<file path="config.mk">
export PLATFORM = sky130hd
export DESIGN_NAME = muu_ht_match
export DESIGN_NICKNAME = d
export VERILOG_FILES = /design/src/rtl/muu_ht_match.sv
export SDC_FILE = /design/constraint.sdc
export NUM_CORES = 2
export LEC_CHECK = 0
export BUFFER_PORTS_ARGS = -buffer_cell sky130_fd_sc_hd__buf_4
export CORE_AREA = 10 10 662 664
export CTS_CLUSTER_SIZE = 10
export DETAILED_ROUTE_END_ITERATION = 6
export DIE_AREA = 0 0 672 674
export GPL_TIMING_DRIVEN = 0
export SYNTH_ARGS = -nofsm -noshare
export SYNTH_HDL_FRONTEND = slang
export SYNTH_SLANG_ARGS = --single-unit
</file>
<file path="constraint.sdc">
create_clock -name clk -period 21.8 [get_ports clk]
set_clock_uncertainty 0.2 [all_clocks]
set_input_delay 1.09 -clock clk [delete_from_list [all_inputs] [get_ports clk]]
set_output_delay 1.09 -clock clk [all_outputs]
set_load 0.01 [all_outputs]
</file>
<file path="src/rtl/muu_ht_match.sv">
// rtl/muu_ht_match.sv - hash-table bucket match stage (optional hit/miss counters: MUU_MATCH_STATS_EN)
module muu_ht_match #(
    parameter int KEY_WIDTH      = 128,
    parameter int META_WIDTH     = 96,
    parameter int HASHADDR_WIDTH = 64,
    parameter int USER_BITS      = 3,
    parameter int MEMDATA_WIDTH  = 512,
    parameter int SLOTS          = 3,
    parameter int PTR_WIDTH      = 31
) (
    input  logic                                                       clk,
    input  logic                                                       rst,
    input  logic [KEY_WIDTH+META_WIDTH+HASHADDR_WIDTH+USER_BITS-1:0]   key_data,
    input  logic                                                       key_valid,
    output logic                                                       key_ready,
    input  logic [MEMDATA_WIDTH-1:0]                                   rddata_data,
    input  logic                                                       rddata_valid,
    output logic                                                       rddata_ready,
    output logic [KEY_WIDTH+META_WIDTH+HASHADDR_WIDTH+USER_BITS-1:0]   output_data,
    output logic [7:0]                                                 output_status,
    output logic [MEMDATA_WIDTH-1:0]                                   output_bucket,
    output logic [PTR_WIDTH-1:0]                                       output_ptr,
    output logic                                                       output_valid,
    input  logic                                                       output_ready,
    output logic [31:0]                                                stat_hits,
    output logic [31:0]                                                stat_misses
);

    localparam int WORD_W  = KEY_WIDTH + META_WIDTH + HASHADDR_WIDTH + USER_BITS;
    localparam int SLOT_W  = KEY_WIDTH + PTR_WIDTH + 1;
    localparam int OPC_LSB = KEY_WIDTH + META_WIDTH - 8;

    // Opcodes that bypass the bucket lookup entirely
    localparam logic [3:0] HTOP_IGNORE     = 4'hE;
    localparam logic [3:0] HTOP_IGNOREPROP = 4'hF;

    typedef enum logic [2:0] {
        ST_IDLE    = 3'd0,
        ST_BKT1    = 3'd1,
        ST_BKT2    = 3'd2,
        ST_RESOLVE = 3'd3,
        ST_OUTPUT  = 3'd4
    } state_t;

    state_t state, state_nxt;

    logic [WORD_W-1:0]        key_reg;
    logic [MEMDATA_WIDTH-1:0] bkt1, bkt2;
    logic [SLOTS-1:0]         match1, match2, free1, free2;
    logic [SLOTS-1:0]         rd_match, rd_free;
    logic                     is_ignore;

    logic                     hit, hit_bkt, free_found, free_bkt;
    logic [1:0]               hit_slot, free_slot;
    logic [PTR_WIDTH-1:0]     hit_ptr;
    logic [MEMDATA_WIDTH-1:0] sel_bucket;

    assign is_ignore = (key_data[OPC_LSB +: 4] == HTOP_IGNORE) ||
                       (key_data[OPC_LSB +: 4] == HTOP_IGNOREPROP);

    assign output_data = key_reg;

    // State register
    always_ff @(posedge clk) begin
        if (rst) state <= ST_IDLE;
        else     state <= state_nxt;
    end

    // Next-state and handshake readies
    always_comb begin
        state_nxt    = state;
        key_ready    = 1'b0;
        rddata_ready = 1'b0;
        case (state)
            ST_IDLE: begin
                key_ready = 1'b1;
                if (key_valid) state_nxt = is_ignore ? ST_OUTPUT : ST_BKT1;
            end
            ST_BKT1: begin
                rddata_ready = 1'b1;
                if (rddata_valid) state_nxt = ST_BKT2;
            end
            ST_BKT2: begin
                rddata_ready = 1'b1;
                if (rddata_valid) state_nxt = ST_RESOLVE;
            end
            ST_RESOLVE: state_nxt = ST_OUTPUT;
            ST_OUTPUT:  if (output_ready) state_nxt = ST_IDLE;
            default:    state_nxt = ST_IDLE;
        endcase
    end

    // Per-slot match (valid and key equal) and free (invalid) flags of the incoming bucket word
    always_comb begin
        rd_match = '0;
        rd_free  = '0;
        for (int i = 0; i < SLOTS; i++) begin
            rd_free[i]  = ~rddata_data[i*SLOT_W + KEY_WIDTH + PTR_WIDTH];
            rd_match[i] = rddata_data[i*SLOT_W + KEY_WIDTH + PTR_WIDTH] &&
                          (rddata_data[i*SLOT_W +: KEY_WIDTH] == key_reg[KEY_WIDTH-1:0]);
        end
    end

    // Priority pick: bucket 2 scanned first so bucket 1 overrides; descending slots so lowest wins
    always_comb begin
        hit        = 1'b0;
        hit_bkt    = 1'b0;
        hit_slot   = 2'd0;
        hit_ptr    = '0;
        free_found = 1'b0;
        free_bkt   = 1'b0;
        free_slot  = 2'd0;
        for (int i = SLOTS - 1; i >= 0; i--) begin
            if (match2[i]) begin
                hit      = 1'b1;
                hit_bkt  = 1'b1;
                hit_slot = 2'(i);
                hit_ptr  = bkt2[i*SLOT_W + KEY_WIDTH +: PTR_WIDTH];
            end
            if (free2[i]) begin
                free_found = 1'b1;
                free_bkt   = 1'b1;
                free_slot  = 2'(i);
            end
        end
        for (int i = SLOTS - 1; i >= 0; i--) begin
            if (match1[i]) begin
                hit      = 1'b1;
                hit_bkt  = 1'b0;
                hit_slot = 2'(i);
                hit_ptr  = bkt1[i*SLOT_W + KEY_WIDTH +: PTR_WIDTH];
            end
            if (free1[i]) begin
                free_found = 1'b1;
                free_bkt   = 1'b0;
                free_slot  = 2'(i);
            end
        end
        if (hit)                    sel_bucket = hit_bkt ? bkt2 : bkt1;
        else if (free_found)        sel_bucket = free_bkt ? bkt2 : bkt1;
        else                        sel_bucket = bkt1;
    end

    // Wide data captures; no reset needed since they are only observed behind valid
    always_ff @(posedge clk) begin
        if (state == ST_IDLE && key_valid)     key_reg <= key_data;
        if (state == ST_BKT1 && rddata_valid)  bkt1    <= rddata_data;
        if (state == ST_BKT2 && rddata_valid)  bkt2    <= rddata_data;
        if (state == ST_RESOLVE)               output_bucket <= sel_bucket;
    end

    // Match vectors and result registers; reset drops any partially gathered lookup
    always_ff @(posedge clk) begin
        if (rst) begin
            match1        <= '0;
            match2        <= '0;
            free1         <= '0;
            free2         <= '0;
            output_valid  <= 1'b0;
            output_status <= 8'd0;
            output_ptr    <= '0;
        end else begin
            if (state == ST_IDLE && key_valid && is_ignore) begin
                output_valid  <= 1'b1;
                output_status <= 8'd0;
                output_ptr    <= '0;
            end
            if (state == ST_BKT1 && rddata_valid) begin
                match1 <= rd_match;
                free1  <= rd_free;
            end
            if (state == ST_BKT2 && rddata_valid) begin
                match2 <= rd_match;
                free2  <= rd_free;
            end
            if (state == ST_RESOLVE) begin
                output_valid  <= 1'b1;
                output_status <= {free_slot, free_bkt, free_found, hit_slot, hit_bkt, hit};
                output_ptr    <= hit ? hit_ptr : '0;
            end
            if (state == ST_OUTPUT && output_ready) output_valid <= 1'b0;
        end
    end

`ifdef MUU_MATCH_STATS_EN
    logic ign_reg;

    // Remember whether the in-flight key bypassed lookup so it is not counted as a miss
    always_ff @(posedge clk) begin
        if (state == ST_IDLE && key_valid) ign_reg <= is_ignore;
    end

    // Saturating hit/miss counters, stepped on the output handshake
    always_ff @(posedge clk) begin
        if (rst) begin
            stat_hits   <= 32'd0;
            stat_misses <= 32'd0;
        end else if (state == ST_OUTPUT && output_ready) begin
            if (output_status[0]) begin
                if (stat_hits != 32'hFFFF_FFFF) stat_hits <= stat_hits + 32'd1;
            end else if (!ign_reg) begin
                if (stat_misses != 32'hFFFF_FFFF) stat_misses <= stat_misses + 32'd1;
            end
        end
    end
`else
    assign stat_hits   = 32'd0;
    assign stat_misses = 32'd0;
`endif

endmodule

</file>
==> summary.md <==
| Metric | Value |
|---|---|
| Status | completed |
| Post-CTS resize count | 0 |
| Sink Count | about 1.9k |
| Die area | 0.453 sq mm |
| Pin count of the biggest net entering global routing | about 110 |
| # setup viols final | 0 |
| GRT overflow | 0 |
| Critical Path Start Type | flip-flop |
| Max cap viols | 0 |
| Share of cells above drive strength 1 | 45.1% |
| Max Fclk | around 0.18 GHz |
| H-tree depth | 4 |
| Initial DRC Count | about 5.4k |
| Initial antenna violation count | about 270 |
| Wirelength per Cell | 40.5 microns |
| Sequential fraction of the synthesis area | between 80 and 90% |
| Die width | between 600 and 700 microns |
| Gpl congestion | 0.890 |
| Synth Register Bits | 1882 |
| Setup TNS | 0 ps |
| Post-synth ARST share | 0% |
| Routing usage on met3 | 6.69% |
| Total GRT Usage | between 10% and 20% |
| Number of synthesized flops with an enable pin | 1827 |
| Distinct cells, synth | 54 |
| RSZ-0062 raised after global routing | no |
| First-pass GRT wire length | 562000 microns |
| Most common cell after layout, fill and taps aside | edfxtp_1 |
| CP Max Fanout | 17 |
| Synth Cell Area | about 0.070 sq mm |
| Commonest non-fill, non-tap cells in the layout | edfxtp_1, buf_4, mux2_2, clkbuf_16, xor2_1 |
| Die height | between 600 and 700 microns |
| Nets | about 6.5k |
| CTS Root Cell | clkbuf_16 |
| Final core occ | about a quarter |
| Post-layout min period | around 5500 ps |
| CP endpoint kind | flip-flop |
| Final antenna-violating net count | 0 |
| Met1 Resource Use GR | 19.7% |
| Worst skew pair latency | 990 ps |
| Synth Warn # | 0 |
| Reg2reg start | output_data[101] |
| GRT met2 Usage | 37.2% |
| Vias in the first global route | roughly 44k |
| Hold EP | bkt1[427] |
| Final Slew Violations | 0 |
| Num CTS Buffers | around 240 |
| Syn Inst Count | between 3k and 4k |
| R2R setup slack | around 16000 ps |
| Launch point of the worst hold path | rddata_data[427] |
| Port bufs | about 1.7k |
| Crit path kind | reg -> reg |
| Placement Rows | 240 |
| Initial Utilization | 16.4% |
| Clk buf depth | 4 |
| Num ports | around 1.7k |
| Hold_buf cts | 95 |
| Slew headroom | under 10% |
| Synth Flop Type | edfxtp_1 |
| Detailed placement HPWL | 391000 microns |
| Busiest grt layer | met2 |
| P_leak | around 0.035 uW |
| Register Area | 0.0560 sq mm |
| Routed vias/inst | just under 4 |
| Hold path depth | 1 |
| Worst EP required | about 22000 ps |
| Fin. Hold Viols | 0 |
| CTS tree | built |
| Pwr Density | roughly 120 mW/mm^2 |
| Core Region | about 0.43 sq mm |
| Fin crit share | 25.0% |
| Syn avg cell area | ~19 sq um |
| Clock slew at reported path FFs | roughly 60 ps |
| CP arrival | around 6000 ps |
| Multi-input logic area | 0.0128 sq mm |
| Area Growth Syn to Fin | 42.5% |
| Drt total wl | approximately 470000 microns |
| Worst IR Drop VDD | 0.0817 mV |
| Worst-Margin Slew | ~1500 ps |
| Vias | between 40k and 50k |
| DR pass1 iterations | 6 |
| Register-to-Register Path Depth | 6 |
| Min-delay worst type | in -> reg |
| Residual DRC count | 0 |
| # fillers | 44.4k |
| Postcts setup bufs | 0 |
| Critical R2R Capture | match2[0] |
synth_stat cells, drive strengths merged, types with 41 or more instances:
master,n,area [sq um]
nor4,56,350
xor2,144,1260
edfxtp,1827,54900
nand2,41,154
inv,92,345
o21ai,66,330
clkbuf,46,173
nand2b,69,432
nor2b,132,826
mux2,513,5780
xnor2,62,543
buf,117,853
dfxtp,55,1100
registers in the layout, indices dropped and copies added (netlist names):
| name | cells |
|---|---|
| bkt1 | 512 |
| bkt2 | 512 |
| free1 | 3 |
| free2 | 3 |
| match1 | 3 |
| match2 | 3 |
| output_bucket | 512 |
| output_data | 291 |
| output_ptr | 31 |
| output_status | 8 |
| output_valid | 1 |
| state | 3 |
worst max-delay path, cell delays in order (launching register included):
cell and delay (ps):
edfxtp_1 770, xnor2_1 620, nand4_1 970, or4_1 770, nor4_1 870, nand4_1 810
a21oi_1 340
worst max path at each step:
| stage | from | to | slack (ps) | cells after the start |
|---|---|---|---|---|
| after floorplan | rddata_valid | bkt2[0] | 6810 | 3 |
| after global placement | rddata_valid | bkt2[120] | -7170 | 4 |
| after detailed placement | rddata_data[127] | match2[0] | 16090 | 8 |
| after CTS | output_data[71] | match2[0] | 16070 | 6 |
| after global routing | output_data[71] | match1[0] | 16410 | 6 |
| final | output_data[101] | match2[0] | 16350 | 6 |
area by class of cell:
cell class	count	share of cell area (%)
Tap cell	5687	7.17
Clock inverter	77	1.08
Buffer	163	1.04
Multi-Input combinational cell	1498	12.9
Inverter	95	0.377
Sequential cell	1882	56.4
Clock buffer	289	6.17
Antenna cell	99	0.250
Timing Repair Buffer	1806	14.6
power by group:
group | switching [uW] | leakage (uW) | internal (uW) | total [uW]
Clock | 1610 | 0.00347 | 2170 | 3780
Sequential | 458 | 0.0171 | 4660 | 5110
Combinational | 1770 | 0.0142 | 951 | 2720
Total | 3840 | 0.0348 | 7780 | 11600
per-layer routing:
| layer | part of all wire, % | wire length (microns) |
|---|---|---|
| met5 | 0.19 | 913 |
| met3 | 9.5 | 44700 |
| met4 | 5.2 | 24500 |
| met1 | 32 | 150000 |
| met2 | 53 | 251000 |
metrics by stage:
stage,cell area (sq um),std cells,power (uW),hold WS [ps],setup slack [ps]
5_1_grt,99100,11550,12000,28.3,16410
2_1_floorplan,69900,3638,6150,265,6810
4_1_cts,99000,11497,11800,0.00966,16070
3_5_place_dp,90800,11036,8000,261,16090
3_3_place_gp,89400,10977,8350,251,-7170
6_report,99200,11596,11600,99.7,16350
cell families after synthesis:
kind of cell / synth area share (%)
compound gates: 3.41
buf+inv: 1.99
simple gates: 3.31
xor+xnor: 2.59
other cells: 0.00539
mux: 8.31
flops: 80.4
Note: power is estimated with default switching activity, not from simulation.
